### src/rtl/placar_multi.sv
// Breakout scoreboard: score/lives/high-score counters, game FSM and
// sequential double-dabble conversion to active-low 7-segment digits.
//
// state | meaning
// IDLE  | waiting for start
// PLAY  | ball in play, events counted
// LOST  | ball lost, waiting for start release
// OVER  | game lost, waiting for start pulse to restart
// WIN   | win threshold reached, waiting for start pulse to restart

// One double-dabble engine: latches its source, shifts W times, then copies
// the segment image; any source change restarts it so partial results never show.
module placar_multi_bcd #(
  parameter int W       = 10,
  parameter int DIG     = 3,
  parameter int RST_VAL = 0
) (
  input  logic             clock,
  input  logic             reset,
  input  logic [W-1:0]     src,
  output logic [7*DIG-1:0] seg
);
  localparam int BW = 4 * DIG;
  localparam int CW = $clog2(W + 1);

  function automatic logic [6:0] dig7(input logic [3:0] d);
    case (d)
      4'd0:    dig7 = 7'b1000000;
      4'd1:    dig7 = 7'b1111001;
      4'd2:    dig7 = 7'b0100100;
      4'd3:    dig7 = 7'b0110000;
      4'd4:    dig7 = 7'b0011001;
      4'd5:    dig7 = 7'b0010010;
      4'd6:    dig7 = 7'b0000010;
      4'd7:    dig7 = 7'b1111000;
      4'd8:    dig7 = 7'b0000000;
      4'd9:    dig7 = 7'b0010000;
      default: dig7 = 7'b1111111;
    endcase
  endfunction

  function automatic logic [BW-1:0] dd_step(input logic [BW-1:0] b_in, input logic bit_in);
    logic [BW-1:0] b;
    b = b_in;
    for (int k = 0; k < DIG; k++)
      if (b[4*k +: 4] > 4'd4) b[4*k +: 4] = b[4*k +: 4] + 4'd3;
    return {b[BW-2:0], bit_in};
  endfunction

  // Leading zeros above digit 0 are blanked
  function automatic logic [7*DIG-1:0] to_seg(input logic [BW-1:0] b);
    logic [7*DIG-1:0] s;
    logic blank;
    s = '1;
    blank = 1'b1;
    for (int k = DIG - 1; k >= 0; k--) begin
      if (k == 0 || b[4*k +: 4] != 4'd0) blank = 1'b0;
      s[7*k +: 7] = blank ? 7'b1111111 : dig7(b[4*k +: 4]);
    end
    return s;
  endfunction

  function automatic logic [BW-1:0] bin2bcd(input logic [W-1:0] v);
    logic [BW-1:0] b;
    b = '0;
    for (int i = W - 1; i >= 0; i--) b = dd_step(b, v[i]);
    return b;
  endfunction

  localparam logic [W-1:0]     SRC_RST = W'(RST_VAL);
  localparam logic [7*DIG-1:0] SEG_RST = to_seg(bin2bcd(SRC_RST));

  logic [W-1:0]  src_q;
  logic [W-1:0]  sh;
  logic [BW-1:0] bcd;
  logic [CW-1:0] cnt;
  logic          busy;

  // Restart on source change, otherwise shift until the down-counter expires, then publish
  always_ff @(posedge clock or negedge reset) begin
    if (!reset) begin
      src_q <= SRC_RST;
      sh    <= '0;
      bcd   <= '0;
      cnt   <= '0;
      busy  <= 1'b0;
      seg   <= SEG_RST;
    end else if (src != src_q) begin
      src_q <= src;
      sh    <= src;
      bcd   <= '0;
      cnt   <= CW'(W);
      busy  <= 1'b1;
    end else if (busy) begin
      if (cnt != '0) begin
        bcd <= dd_step(bcd, sh[W-1]);
        sh  <= {sh[W-2:0], 1'b0};
        cnt <= cnt - CW'(1);
      end else begin
        seg  <= to_seg(bcd);
        busy <= 1'b0;
      end
    end
  end
endmodule

module placar_multi #(
  parameter int SCORE_W    = 10,
  parameter int SCORE_DIG  = 3,
  parameter int LIVES_W    = 4,
  parameter int INIT_LIVES = 10,
  parameter int WIN_SCORE  = 10,
  parameter int PTS_HIT    = 1
) (
  input  logic                   clock,
  input  logic                   reset,
  input  logic                   hit_block,
  input  logic                   endgame_ball,
  input  logic                   endgame_block,
  input  logic                   start,
  input  logic                   show_hi,
  output logic [7*SCORE_DIG-1:0] score_seg,
  output logic [13:0]            lives_seg,
  output logic [2:0]             state_o,
  output logic                   game_over,
  output logic                   game_won
);
  typedef enum logic [2:0] {
    IDLE = 3'd0,
    PLAY = 3'd1,
    LOST = 3'd2,
    OVER = 3'd3,
    WIN  = 3'd4
  } state_t;

  localparam logic [SCORE_W-1:0] SCORE_MAX  = {SCORE_W{1'b1}};
  localparam logic [SCORE_W-1:0] WIN_VAL    = SCORE_W'(WIN_SCORE);
  localparam logic [SCORE_W:0]   PTS        = (SCORE_W + 1)'(PTS_HIT);
  localparam logic [LIVES_W-1:0] LIVES_INIT = LIVES_W'(INIT_LIVES);

  state_t             state, state_n;
  logic [SCORE_W-1:0] score, score_n, hi, hi_n;
  logic [LIVES_W-1:0] lives, lives_n;
  logic [SCORE_W:0]   score_sum;
  logic               hit_q, ball_q, blk_q, start_q;
  logic               hit_p, ball_p, blk_p, start_p;

  // History regs reset high so a level already present at reset release is not an edge
  assign hit_p   = hit_block & ~hit_q;
  assign ball_p  = endgame_ball & ~ball_q;
  assign blk_p   = endgame_block & ~blk_q;
  assign start_p = start & ~start_q;

  // State, counters and edge-detect history
  always_ff @(posedge clock or negedge reset) begin
    if (!reset) begin
      state   <= IDLE;
      score   <= '0;
      hi      <= '0;
      lives   <= LIVES_INIT;
      hit_q   <= 1'b1;
      ball_q  <= 1'b1;
      blk_q   <= 1'b1;
      start_q <= 1'b1;
    end else begin
      state   <= state_n;
      score   <= score_n;
      hi      <= hi_n;
      lives   <= lives_n;
      hit_q   <= hit_block;
      ball_q  <= endgame_ball;
      blk_q   <= endgame_block;
      start_q <= start;
    end
  end

  // Next state and counter updates; in PLAY ball beats block beats hit
  always_comb begin
    state_n   = state;
    score_n   = score;
    hi_n      = hi;
    lives_n   = lives;
    score_sum = {1'b0, score} + PTS;
    case (state)
      IDLE: if (start) state_n = PLAY;
      PLAY: begin
        if (ball_p) begin
          lives_n = lives - LIVES_W'(1);
          state_n = (lives_n == '0) ? OVER : LOST;
        end else if (blk_p) begin
          state_n = OVER;
        end else if (hit_p) begin
          score_n = (score_sum > {1'b0, SCORE_MAX}) ? SCORE_MAX : score_sum[SCORE_W-1:0];
          if (score_n >= WIN_VAL) state_n = WIN;
        end
      end
      LOST: if (!start) state_n = IDLE;
      OVER, WIN: begin
        if (score > hi) hi_n = score;
        if (start_p) begin
          score_n = '0;
          lives_n = LIVES_INIT;
          state_n = IDLE;
        end
      end
      default: state_n = IDLE;
    endcase
  end

  assign state_o   = state;
  assign game_over = (state == OVER);
  assign game_won  = (state == WIN);

  placar_multi_bcd #(.W(SCORE_W), .DIG(SCORE_DIG), .RST_VAL(0)) u_bcd_score (
    .clock (clock),
    .reset (reset),
    .src   (show_hi ? hi : score),
    .seg   (score_seg)
  );

  placar_multi_bcd #(.W(LIVES_W), .DIG(2), .RST_VAL(INIT_LIVES)) u_bcd_lives (
    .clock (clock),
    .reset (reset),
    .src   (lives),
    .seg   (lives_seg)
  );
endmodule

### config.mk
export PLATFORM = sky130hd
export DESIGN_NAME = placar_multi
export DESIGN_NICKNAME = d
export VERILOG_FILES = /design/src/rtl/placar_multi.sv
export SDC_FILE = /design/constraint.sdc
export NUM_CORES = 1
export LEC_CHECK = 0
export BUFFER_PORTS_ARGS = -buffer_cell sky130_fd_sc_hd__buf_2
export CAP_MARGIN = 10
export CORE_MARGIN = 4
export CORE_UTILIZATION = 60
export CTS_BUF_LIST = sky130_fd_sc_hd__clkbuf_16
export DETAILED_ROUTE_END_ITERATION = 12
export HOLD_SLACK_MARGIN = 0.05
export PLACE_DENSITY = 0.79
export REMOVE_ABC_BUFFERS = 1
export SYNTH_ARGS = -nofsm -noshare
export SYNTH_HDL_FRONTEND = slang
export SYNTH_SLANG_ARGS = --single-unit
### constraint.sdc
create_clock -name clock -period 2.7 [get_ports clock]
set_input_delay 0.54 -clock clock [delete_from_list [all_inputs] [get_ports clock]]
set_output_delay 0.54 -clock clock [all_outputs]
set_load 0.01 [all_outputs]
==> impl_results.md, run 1 <==
- Vias in the first global route: between 5,000 and 6,000
- Cell Rows: 39
- Worst IR Drop VDD: approximately 0.62 mV
- XOR/XNOR Fraction of Synth Area: ~3.0%
- Largest net degree at the start of global routing: 54
- FF-to-FF path depth: 6
- Post-synth EDFFs: 0
- Internal power: ~4700 uW
- # port buffers: 46
- Die area: between 0.01 and 0.015 mm^2
- Iter 0 DRT Violations: 351
- WP buf/inv: 0
- CP delay by family, top: compound AO/OA/AOI/OAI gates
- DRT antenna net count: 0
- Most frequent cells in the layout: 94 x dfrtp_1, 79 x nand2_1, 57 x inv_1, 57 x a21oi_1, 46 x o21ai_0
- Gate power share: a little over a quarter
- Fillers: 858
- Core Util, Final: a little under three quarters
- Synth Area in Adders: roughly 7.3%
- Crit Reg-Reg Startpoint: score[5]$_DFFE_PN0P_
- Pwr Total: 6850 uW
- Met2 WL: roughly 7.5 mm
- Initial Util: just over 60%
- Average size of a mapped cell: approximately 9.5 um^2
- TNS Setup: 0 ns
- Syn-to-layout area delta: 14.1%
- I/O pins: 47
- Switching power: between 2000 and 2500 uW
- Max clock buf depth: 2
- Router iterations before antenna repair: 4
- Pwr Density: roughly 830 mW/mm^2
- Sw frac: about a third
- Post-synthesis sequential area ratio: around 43%
- Register-to-Register Setup Slack: approximately 0.28 ns
- GP Congestion: roughly 0.87
- Maximum Capacitance Violations: 0
- Seq pwr share: 37.7%
- P_leak: 0.00390 uW
- M1 WL: around 6.5 mm
- Final worst path period need: ~2.4 ns
- Placeable Area: 0.0116 mm^2
- Largest family of logic cells by synthesized area: compound AO/OA/AOI/OAI gates
- Initial antenna violation count: 0
- Clk pwr share: between 30% and 40%
- Fmax: roughly 0.41 GHz
- Rel. slew slack: between 50% and 60%
- Most common cell after layout, fill and taps aside: dfrtp_1
- Met3 wire len: 680 um
- Final setup vio count: 0
- Area after DPL: around 0.0076 mm^2
- Total GRT Usage: 22.7%
- WL final: around 15 mm
- Ys async rst share: between 90% and 100%
- Cells after synthesis: between 700 and 800
- Maximum level of the CTS H-tree: 4
- Final-report hold violation count: 0
- Share of layout cells above drive strength 1: 21.0%
- Status: finished, final reports clean
- Drt drc: 0
- Ys Warns: 0
- Dominant synthesized flop cell: dfrtp_1
- Die Y: about 120 um
- Layout Skew: between 0.007 and 0.008 ns
- Crit. End Element: register
- Worst path slowest cell: o32a_1
- Worst min path class: in -> async
- Post-synthesis register bit count: 123
- Final period util: between 80% and 90%
- Fin area: about 0.0082 mm^2
- R2r endpoint: hi[8]$_DFFE_PN0P_
- Max layer used: met4
- Routed vias: 5,569
- Synth Area in Compound Gates: 16.5%
- Crit path DAT: between 2 and 3 ns
- Hold Slack: 0.106 ns
- Vias per cell: around 5.9
- TritonCTS buffer count: 17
- Nets: 844
- Number of antenna diodes: 0
- Die Width: about 120 um
- Worst-path fanout max: 20
- Worst-margin pin slew: roughly 0.74 ns
- CTS Hold Buffers Added: 0
- CP cell instances: ha_1, nand4_1, o32a_1, nand2_1, nor3_1, a311o_1
- Post-CTS Setup Inserts: 0
- Area of the mapped netlist: approximately 0.0072 mm^2
- Root buffer cell: clkbuf_16
- Post-synth cell types: 63
- Startpoint types: register
- Clock slew seen by the registers of the worst setup and hold paths: around 0.060 ns
- Gr ovfl total: 0
- CP max stage delay: slightly above 0.6 ns
- PostCTS Resize Cnt: 0
- RSZ-0062 raised after global routing: false
- Slew Limit Fails: 0
- Multiplexer share of the synthesized area: approximately a tenth
- CP Data Required Time: 3.00 ns
- CTS tree: done
- First-pass GRT wire length: 26.0 mm
- Clock Latency Late Sink: ~0.42 ns
- Setup CP Type: reg -> reg
- Avg WL per Cell: 15.8 um
- Simple-gate share of the synthesized area: 13.8%
- DP HPWL: 10.3 mm
- Clock sink count: around 120
## registers in the layout, summed over array words and instances (netlist names)
signal and cells:
u_bcd_lives.seg 14, state_o 3, lives 4, score 10, u_bcd_score.busy 1, u_bcd_score.cnt 4, hi 10, u_bcd_lives.busy 1
u_bcd_lives.cnt 3, u_bcd_lives.sh 4, ball_q 1, hit_q 1, blk_q 1, start_q 1, u_bcd_lives.src_q 4, u_bcd_score.sh 10
u_bcd_score.bcd 12, u_bcd_score.src_q 10, u_bcd_score.seg 21, u_bcd_lives.bcd 8
## power groups by stage
| stage | Combinational [uW] | Sequential [uW] | Clock (uW) |
|---|---|---|---|
| after detailed placement | 1770 | 2610 | 0 |
| after global placement | 1670 | 2590 | 0 |
| after CTS | 1800 | 2580 | 2510 |
| final | 1790 | 2580 | 2480 |
| after global routing | 2010 | 2630 | 2610 |
| after floorplan | 1090 | 2610 | 0 |
## routing by layer
layer  track usage, %  vias to the layer above
met5                0                        -
met4             9.16                        0
met3             5.48                       34
met2             37.5                      151
met1             28.7                     2660
li1                 -                     2724
## Yosys cell counts (21+ instances only)
cell type	number	area, um^2
a21oi_1	57	285
clkbuf_1	44	165
dfrtp_1	94	2350
dfstp_2	29	762
ha_1	42	526
inv_1	57	214
mux2i_1	36	360
nand2_1	79	297
nor2_1	41	154
nor3_1	21	105
o21ai_0	46	230
xnor2_1	23	201
## cell families (layout without fill, tap and decap cells)
| logic type | Yosys count | in the layout |
|---|---|---|
| compound gates | 191 | 191 |
| xor+xnor | 25 | 25 |
| fa+ha+maj | 42 | 42 |
| buf+inv | 111 | 160 |
| flops | 123 | 123 |
| mux | 61 | 61 |
| simple gates | 206 | 206 |
## through the flow
| stage | cells | setup WS [ns] |
|---|---|---|
| floorplan | 705 | -0.346 |
| global placement | 919 | 0.159 |
| detailed placement | 919 | -0.00132 |
| CTS | 951 | 0.311 |
| global route | 951 | 0.126 |
| finish | 951 | 0.276 |
## how the worst max path moves through the flow
stage,end,from,cells after the start
after floorplan,hi[0]$_DFFE_PN0P_,score[7]$_DFFE_PN0P_,6
after global placement,u_bcd_score.seg[1]$_DFFE_PN0P_,show_hi,7
after detailed placement,u_bcd_score.seg[4]$_DFFE_PN0P_,show_hi,7
after CTS,hi[8]$_DFFE_PN0P_,score[5]$_DFFE_PN0P_,6
after global routing,state_o[0]$_DFFE_PN0P_,score[0]$_DFFE_PN0P_,7
final,hi[8]$_DFFE_PN0P_,score[5]$_DFFE_PN0P_,6
## cell type report
type | count | area, um^2 | area share, %
repair buffers | 71 | 433 | 5.26
clock buffers | 17 | 425 | 5.16
inverters | 57 | 214 | 2.60
flip-flops and latches | 123 | 3110 | 37.8
clock inverters | 15 | 223 | 2.70
multi-input cells | 525 | 3650 | 44.3
well taps | 143 | 179 | 2.17
Note: power is estimated with default switching activity, not from simulation.
==> run 2, diff against run 1 <==
--- a/config.mk
+++ b/config.mk
@@ -5,6 +5,7 @@
 export SDC_FILE = /design/constraint.sdc
 export NUM_CORES = 1
 export LEC_CHECK = 0
+export ABC_AREA = 1
 export BUFFER_PORTS_ARGS = -buffer_cell sky130_fd_sc_hd__buf_2
 export CAP_MARGIN = 10
 export CORE_MARGIN = 4
==> run 2 against run 1 <==
Utilization is 0.54 points lower. Power up 16%. Fmax increased by 4.8%. Largest power group is now combinational cells. Highest routed layer unchanged.
==> impl_results.md, run 2 <==
- Total GRT Usage: 22.8% (+0.14 points)
- Register-to-Register Setup Slack: 0.39 ns (+0.11 ns)
- Largest register FFs: 21 (unchanged)
- Routed vias: 5,565 (-0.072%)
- Startpoint types: register
- Post-synth cell types: 49 (-22%)
- Maximum Capacitance Violations: 0 (unchanged)
- TNS Setup: 0 ns (unchanged)
- Crit. End Element: register
- Number of antenna diodes: 0 (unchanged)
- Count leader, synth: nand2_1
- Ys async rst share: 100% (unchanged)
- Fin area: 0.00776 mm^2 (-5.7%)
- Initial Util: 62.3% (+0.12 points)
- Worst-path fanout max: 20 (unchanged)
- # port buffers: 46 (unchanged)
- DP HPWL: 10.1 mm (-1.6%)
- Gr ovfl total: 0 (unchanged)
- CP max stage delay: 0.48 ns (-0.13 ns)
- Rel. slew slack: 57.5% (+6.6 points)
- Vias per cell: 5.37 (-8.3%)
- Syn-to-layout area delta: 13.0%
- Largest area contributor in the netlist: dfrtp_1
- Root buffer cell: clkbuf_16
- # placed instances: 1,003 (+9.1%)
- Clock sink count: 123 (unchanged)
- WP buf/inv: 1 (+1)
- Placeable Area: 0.0110 mm^2 (-5.0%)
- Synth top area cells: dfrtp_1 34%, dfstp_2 11%, nand2_1 9.3%
- Final WS setup: 0.388 ns (+0.112 ns)
- P_leak: 0.00379 uW (-2.8%)
- Clock Latency Late Sink: 0.42 ns (about the same)
- Top-area cell type share of the netlist area: 34.2% (+1.7 points)
- Core Util, Final: 70.4% (-0.54 points)
- Post-CTS Setup Inserts: 0 (unchanged)
- Final worst path period need: 2.31 ns (-0.112 ns)
- Largest net degree at the start of global routing: 75 (+39%)
- Area of the mapped netlist: 0.00687 mm^2 (-4.8%)
- GP Congestion: 0.924 (+6.4%)
- Average size of a mapped cell: 8.24 um^2 (-13%)
- Post-synth EDFFs: 0 (unchanged)
- Die Width: 115 um (-2.3%)
- Share of layout cells above drive strength 1: 15.1% (-6.0 points)
- DRT antenna net count: 0 (unchanged)
- Final period util: 85.6% (-4.1 points)
- Slew Limit Fails: 0 (unchanged)
- Fillers: 876 (+2.1%)
- I/O pins: 47 (unchanged)
- Clock slew seen by the registers of the worst setup and hold paths: 0.06 ns (about the same)
- FF-to-FF path depth: 8 (+2)
- Final setup vio count: 0 (unchanged)
- Area after DPL: 0.00719 mm^2 (-5.3%)
- CP endpoint: hi[8]$_DFFE_PN0P_
- Die area: 0.0132 mm^2 (-4.5%)
- Nets: 932 (+10%)
- Vias in the first global route: 5,588 (-0.37%)
- Maximum level of the CTS H-tree: 4 (unchanged)
- Post-synthesis sequential area ratio: 45.3% (+2.2 points)
- Router iterations before antenna repair: 5 (+1)
- Final std cells w/o fill: 1,036 (+8.9%)
- Most common cell on crit path: o21ai_0
- Reg with most FFs: u_bcd_score.seg
- Post-synthesis register bit count: 123 (unchanged)
- Worst slack at placement: 0.318 ns (+0.319 ns)
- Drt drc: 0 (unchanged)
- CP cell instances: inv_1, ha_1, nand4_1, nor3_1, o21ai_0, o2111ai_1, nand3_1, o21ai_0
- Most instantiated cells after synthesis: 171 x nand2_1, 129 x inv_1, 94 x dfrtp_1
- Cells after synthesis: 834 (+9.9%)
- Layout Skew: 0.0123 ns (+0.00497 ns)
- Crit. path cell count: 8 (+2)
- Worst min path class: in -> reg
- Iter 0 DRT Violations: 279 (-21%)
- Dominant synthesized flop cell: dfrtp_1
- Largest registers: u_bcd_score.seg x21, u_bcd_lives.seg x14, u_bcd_score.bcd x12
- First-pass GRT wire length: 24.5 mm (-5.9%)
- Cell Rows: 38 (-2.6%)
- RSZ-0062 raised after global routing: false
- Max clock buf depth: 2 (unchanged)
- CTS tree: done
- HP Start: endgame_block
- Crit path from: hi[9]$_DFFE_PN0P_
- Initial antenna violation count: 0 (unchanged)
- Fmax: 0.432 GHz (+4.8%)
- Worst IR Drop VDD: 0.602 mV (-3.0%)
- Avg WL per Cell: 13.6 um (-14%)
- Pwr Density: 1020 mW/mm^2 (+23%)
- Most frequent cells in the layout: 171 x nand2_1, 132 x inv_1, 94 x dfrtp_1
- Final-report hold violation count: 0 (unchanged)
- Most common cell after layout, fill and taps aside: nand2_1
- Worst path slowest cell: nand3_1
- Crit path DAT: 2.63 ns (-0.10 ns)
- R2r endpoint: hi[8]$_DFFE_PN0P_
- Ys Warns: 0 (unchanged)
- Worst-margin pin slew: 0.631 ns (-0.105 ns)
- WL final: 14.0 mm (-6.5%)
- TritonCTS buffer count: 17 (unchanged)
- Die Y: 115 um (-2.3%)
- Setup CP Type: reg -> reg
- Status: finished, final reports clean
- CP delay by family, top: simple AND/OR/NAND/NOR gates
- Crit Reg-Reg Startpoint: hi[9]$_DFFE_PN0P_
- CP Data Required Time: 3.02 ns (+0.02 ns)
## run 2: changes by cell type in the layout (fill, tap and decap cells not counted), moves of 19 or more
cell     before  now
nor2_1       41   60
o21ai_0      46   73
o21ai_1       8   27
nand3_1       9   43
inv_1        57  132
a21oi_1      57   27
nand2_1      79  171
mux2i_1      36    0
## run 2: what timing repair did
item | in CTS | in global routing
hold endpoints to repair | 5 | 0
hold buffers | 1 | 0
gates resized for setup | 0 | 0
setup endpoints to repair | 0 | 0
## run 2: cell type report
| cell class | instances | area (um^2) | share of cell area [%] |
|---|---|---|---|
| Clock inverter | 15 | 143 | 1.84 |
| Sequential cell | 123 | 3110 | 40.1 |
| Inverter | 135 | 509 | 6.56 |
| Multi-Input combinational cell | 551 | 3080 | 39.7 |
| Tap cell | 140 | 175 | 2.26 |
| Clock buffer | 17 | 425 | 5.48 |
| Timing Repair Buffer | 55 | 315 | 4.06 |
## run 2: worst min-delay path by stage
stage	endpoint	slack, ns	cells after the start
after floorplan	hi[0]$_DFFE_PN0P_	0.24	0
after global placement	u_bcd_lives.src_q[1]$_DFFE_PN1N_	0.37	0
after detailed placement	u_bcd_lives.src_q[1]$_DFFE_PN1N_	0.38	0
after CTS	blk_q$_DFF_PN1_	0.22	1
after global routing	blk_q$_DFF_PN1_	0.22	1
final	blk_q$_DFF_PN1_	0.23	1
## run 2: metal layers
metal	vias to the layer above	GRT usage [%]	wire length, um
met1	2594	26.9	6150
li1	2808	-	-
met2	131	39.5	7030
met4	0	9.94	267
met3	32	5.63	603
met5	-	0	0
## run 2: through the flow
step / hold slack [ns] / total power, uW
finish: 0.235 / 7940
global route: 0.217 / 8540
CTS: 0.217 / 7990
detailed placement: 0.379 / 5760
global placement: 0.372 / 5600
floorplan: 0.244 / 4910
## run 2: logic make-up after synthesis
kind of cell / count (synthesis) / share of synthesized area [%]
fa+ha+maj: 42 / 7.65
compound gates: 186 / 15.7
simple gates: 305 / 19.2
flops: 123 / 45.3
xor+xnor: 18 / 2.29
buf+inv: 160 / 9.85
## run 2: report_power, final
part | internal (uW) | leakage, uW | switching [uW] | total (uW)
combinational | 1090 | 0.00198 | 1880 | 2970
sequential | 2400 | 0.00151 | 379 | 2780
clock | 1420 | 0.000296 | 771 | 2190
total | 4900 | 0.00379 | 3030 | 7940
## run 2: worst register-to-register path, cell delays in order (launching register included)
cell,delay (ns)
dfrtp_1,0.38
inv_1,0.06
ha_1,0.31
nand4_1,0.16
nor3_1,0.21
o21ai_0,0.13
o2111ai_1,0.11
nand3_1,0.48
o21ai_0,0.38
==> run 3, diff against run 2 <==
--- a/config.mk
+++ b/config.mk
@@ -8,7 +8,7 @@
 export ABC_AREA = 1
 export BUFFER_PORTS_ARGS = -buffer_cell sky130_fd_sc_hd__buf_2
 export CAP_MARGIN = 10
-export CORE_MARGIN = 4
+export CORE_MARGIN = 2
 export CORE_UTILIZATION = 60
 export CTS_BUF_LIST = sky130_fd_sc_hd__clkbuf_16
 export DETAILED_ROUTE_END_ITERATION = 12
@@ -18,3 +18,4 @@
 export SYNTH_ARGS = -nofsm -noshare
 export SYNTH_HDL_FRONTEND = slang
 export SYNTH_SLANG_ARGS = --single-unit
+export TNS_END_PERCENT = 20
==> constraint.sdc (replaced) <==
create_clock -name clock -period 2.7 [get_ports clock]
set_input_delay 0.405 -clock clock [delete_from_list [all_inputs] [get_ports clock]]
set_output_delay 0.405 -clock clock [all_outputs]
set_load 0.01 [all_outputs]
==> run 3 against run 2 <==
Worst hold slack worse by 0.14 ns. Design area up 0.26%. Utilization down 1.6 points. Clock-buffer cell count unchanged. Routed wire length down 0.80%. Die area down 6.8%. Setup slack better by 0.060 ns. Combinational power about the same. Critical path depth down 1. Sequential power about the same. Largest power group unchanged.
==> impl_results.md, run 3 (synthesis results as in run 2) <==
- Status: finished, final reports clean
- Syn-to-layout area delta: 13.3%
- Layout Skew: 0.00589 ns (-0.00643 ns)
- # port buffers: 46 (unchanged)
- Router iterations before antenna repair: 5 (unchanged)
- DP HPWL: 9.61 mm (-5.0%)
- P_leak: 0.00377 uW (-0.49%)
- Placeable Area: 0.0113 mm^2 (+2.6%)
- Final worst path period need: 2.25 ns (-0.0602 ns)
- WL final: 13.9 mm (-0.80%)
- Routed vias: 5,608 (+0.77%)
- Initial Util: 60.7% (-1.6 points)
- Root buffer cell: clkbuf_16
- Vias per cell: 5.41 (+0.77%)
- Die Width: 111 um (-3.5%)
- Crit. End Element: register
- Rel. slew slack: 58.7% (+1.2 points)
- Fillers: 900 (+2.7%)
- Largest register FFs: 21 (unchanged)
- Startpoint types: register
- Number of antenna diodes: 0 (unchanged)
- Worst-path fanout max: 20 (unchanged)
- Nets: 929 (-0.32%)
- Drt drc: 0 (unchanged)
- Most frequent cells in the layout: 171 x nand2_1, 130 x inv_1, 94 x dfrtp_1
- Iter 0 DRT Violations: 363 (+30%)
- Vias in the first global route: 5,482 (-1.9%)
- DRT antenna net count: 0 (unchanged)
- Worst min path class: in -> reg
- Initial antenna violation count: 0 (unchanged)
- First-pass GRT wire length: 24.4 mm (-0.20%)
- I/O pins: 47 (unchanged)
- Crit path DAT: 2.57 ns (-0.06 ns)
- Clock sink count: 123 (unchanged)
- Avg WL per Cell: 13.4 um (-0.80%)
- Cell Rows: 39 (+2.6%)
- Worst IR Drop VDD: 0.602 mV (about the same)
- Die area: 0.0123 mm^2 (-6.8%)
- Setup CP Type: reg -> reg
- Largest registers: u_bcd_score.seg x21, u_bcd_lives.seg x14, u_bcd_score.bcd x12
- Fmax: 0.444 GHz (+2.7%)
- Clock Latency Late Sink: 0.42 ns (about the same)
- Total GRT Usage: 24.0% (+1.2 points)
- Final period util: 83.4% (-2.2 points)
- Maximum level of the CTS H-tree: 4 (unchanged)
- RSZ-0062 raised after global routing: false
- Pwr Density: 1040 mW/mm^2 (+1.5%)
- CP Data Required Time: 3.02 ns (about the same)
- Gr ovfl total: 0 (unchanged)
- Clock slew seen by the registers of the worst setup and hold paths: 0.05 ns (about the same)
- Max clock buf depth: 2 (unchanged)
- TNS Setup: 0 ns (unchanged)
- Largest net degree at the start of global routing: 84 (+12%)
- Maximum Capacitance Violations: 0 (unchanged)
- Reg with most FFs: u_bcd_score.seg
- Slew Limit Fails: 0 (unchanged)
- Pwr Total: 8080 uW (+1.8%)
- Most common cell after layout, fill and taps aside: nand2_1
- Worst-margin pin slew: 0.614 ns (-0.0174 ns)
- Post-CTS Setup Inserts: 0 (unchanged)
- GP Congestion: 0.876 (-5.2%)
- Share of layout cells above drive strength 1: 15.1% (+0.051 points)
- TritonCTS buffer count: 17 (unchanged)
- Die Y: 111 um (-3.5%)
- Final-report hold violation count: 0 (unchanged)
- CTS tree: done
- Core Util, Final: 68.8% (-1.6 points)
- Final setup vio count: 0 (unchanged)
[run 3: worst paths after layout]
path / startpoint / end / slack (ns) / cells past startpoint
max: score[5]$_DFFE_PN0P_ / hi[4]$_DFFE_PN0P_ / 0.45 / 7
min: start / start_q$_DFF_PN1_ / 0.09 / 1
max reg2reg: score[5]$_DFFE_PN0P_ / hi[4]$_DFFE_PN0P_ / 0.45 / 7
min reg2reg: lives[1]$_DFFE_PN1P_ / u_bcd_lives.src_q[1]$_DFFE_PN1N_ / 0.38 / 0
max in group asynchronous: reset / blk_q$_DFF_PN1_ / 1.36 / 3
min in group asynchronous: reset / u_bcd_score.seg[0]$_DFFE_PN0P_ / 0.51 / 2
[run 3: layout make-up]
cell class                 instances  area, um^2  area share [%]
sequential                       123        3110            40.0
multi-input combinational        551        3080            39.6
inverter                         135         509            6.54
clock buffer                      17         425            5.47
timing repair buffer              52         293            3.76
clock inverter                    15         181            2.33
tap                              143         179            2.30
[run 3: layer usage]
layer,wire length (um),GRT usage [%]
met5,0,0
met4,282,10.5
met1,6190,30.3
met3,552,5.30
met2,6910,40.0
[run 3: repair_timing]
item | in CTS | in global routing
hold buffers | 1 | 0
hold endpoints to repair | 22 | 0
resized for setup | 0 | 0
[run 3: worst max-delay path, cell delays in order, from the launching register on]
cell	delay, ns
dfrtp_1	0.44
ha_1	0.33
nand2_1	0.08
nor3_1	0.25
o21ai_0	0.12
o2111ai_1	0.10
nand3_1	0.46
o21ai_0	0.36
[run 3: stage by stage]
| step | instances | setup WS [ns] | instance area (um^2) | hold WS (ns) |
|---|---|---|---|---|
| after global placement | 1003 | 0.417 | 7170 | 0.372 |
| after floorplan | 809 | 0.506 | 6710 | 0.109 |
| after global routing | 1036 | 0.0753 | 7780 | 0.0838 |
| after CTS | 1036 | 0.439 | 7780 | 0.0789 |
| after detailed placement | 1003 | 0.326 | 7170 | 0.372 |
| final | 1036 | 0.448 | 7780 | 0.0943 |
[run 3: power by group]
| group | switching [uW] | leakage, uW | total (uW) | internal (uW) |
|---|---|---|---|---|
| registers | 380 | 0.00151 | 2780 | 2400 |
| logic | 1900 | 0.00197 | 2980 | 1080 |
| clock network | 803 | 0.000291 | 2330 | 1520 |
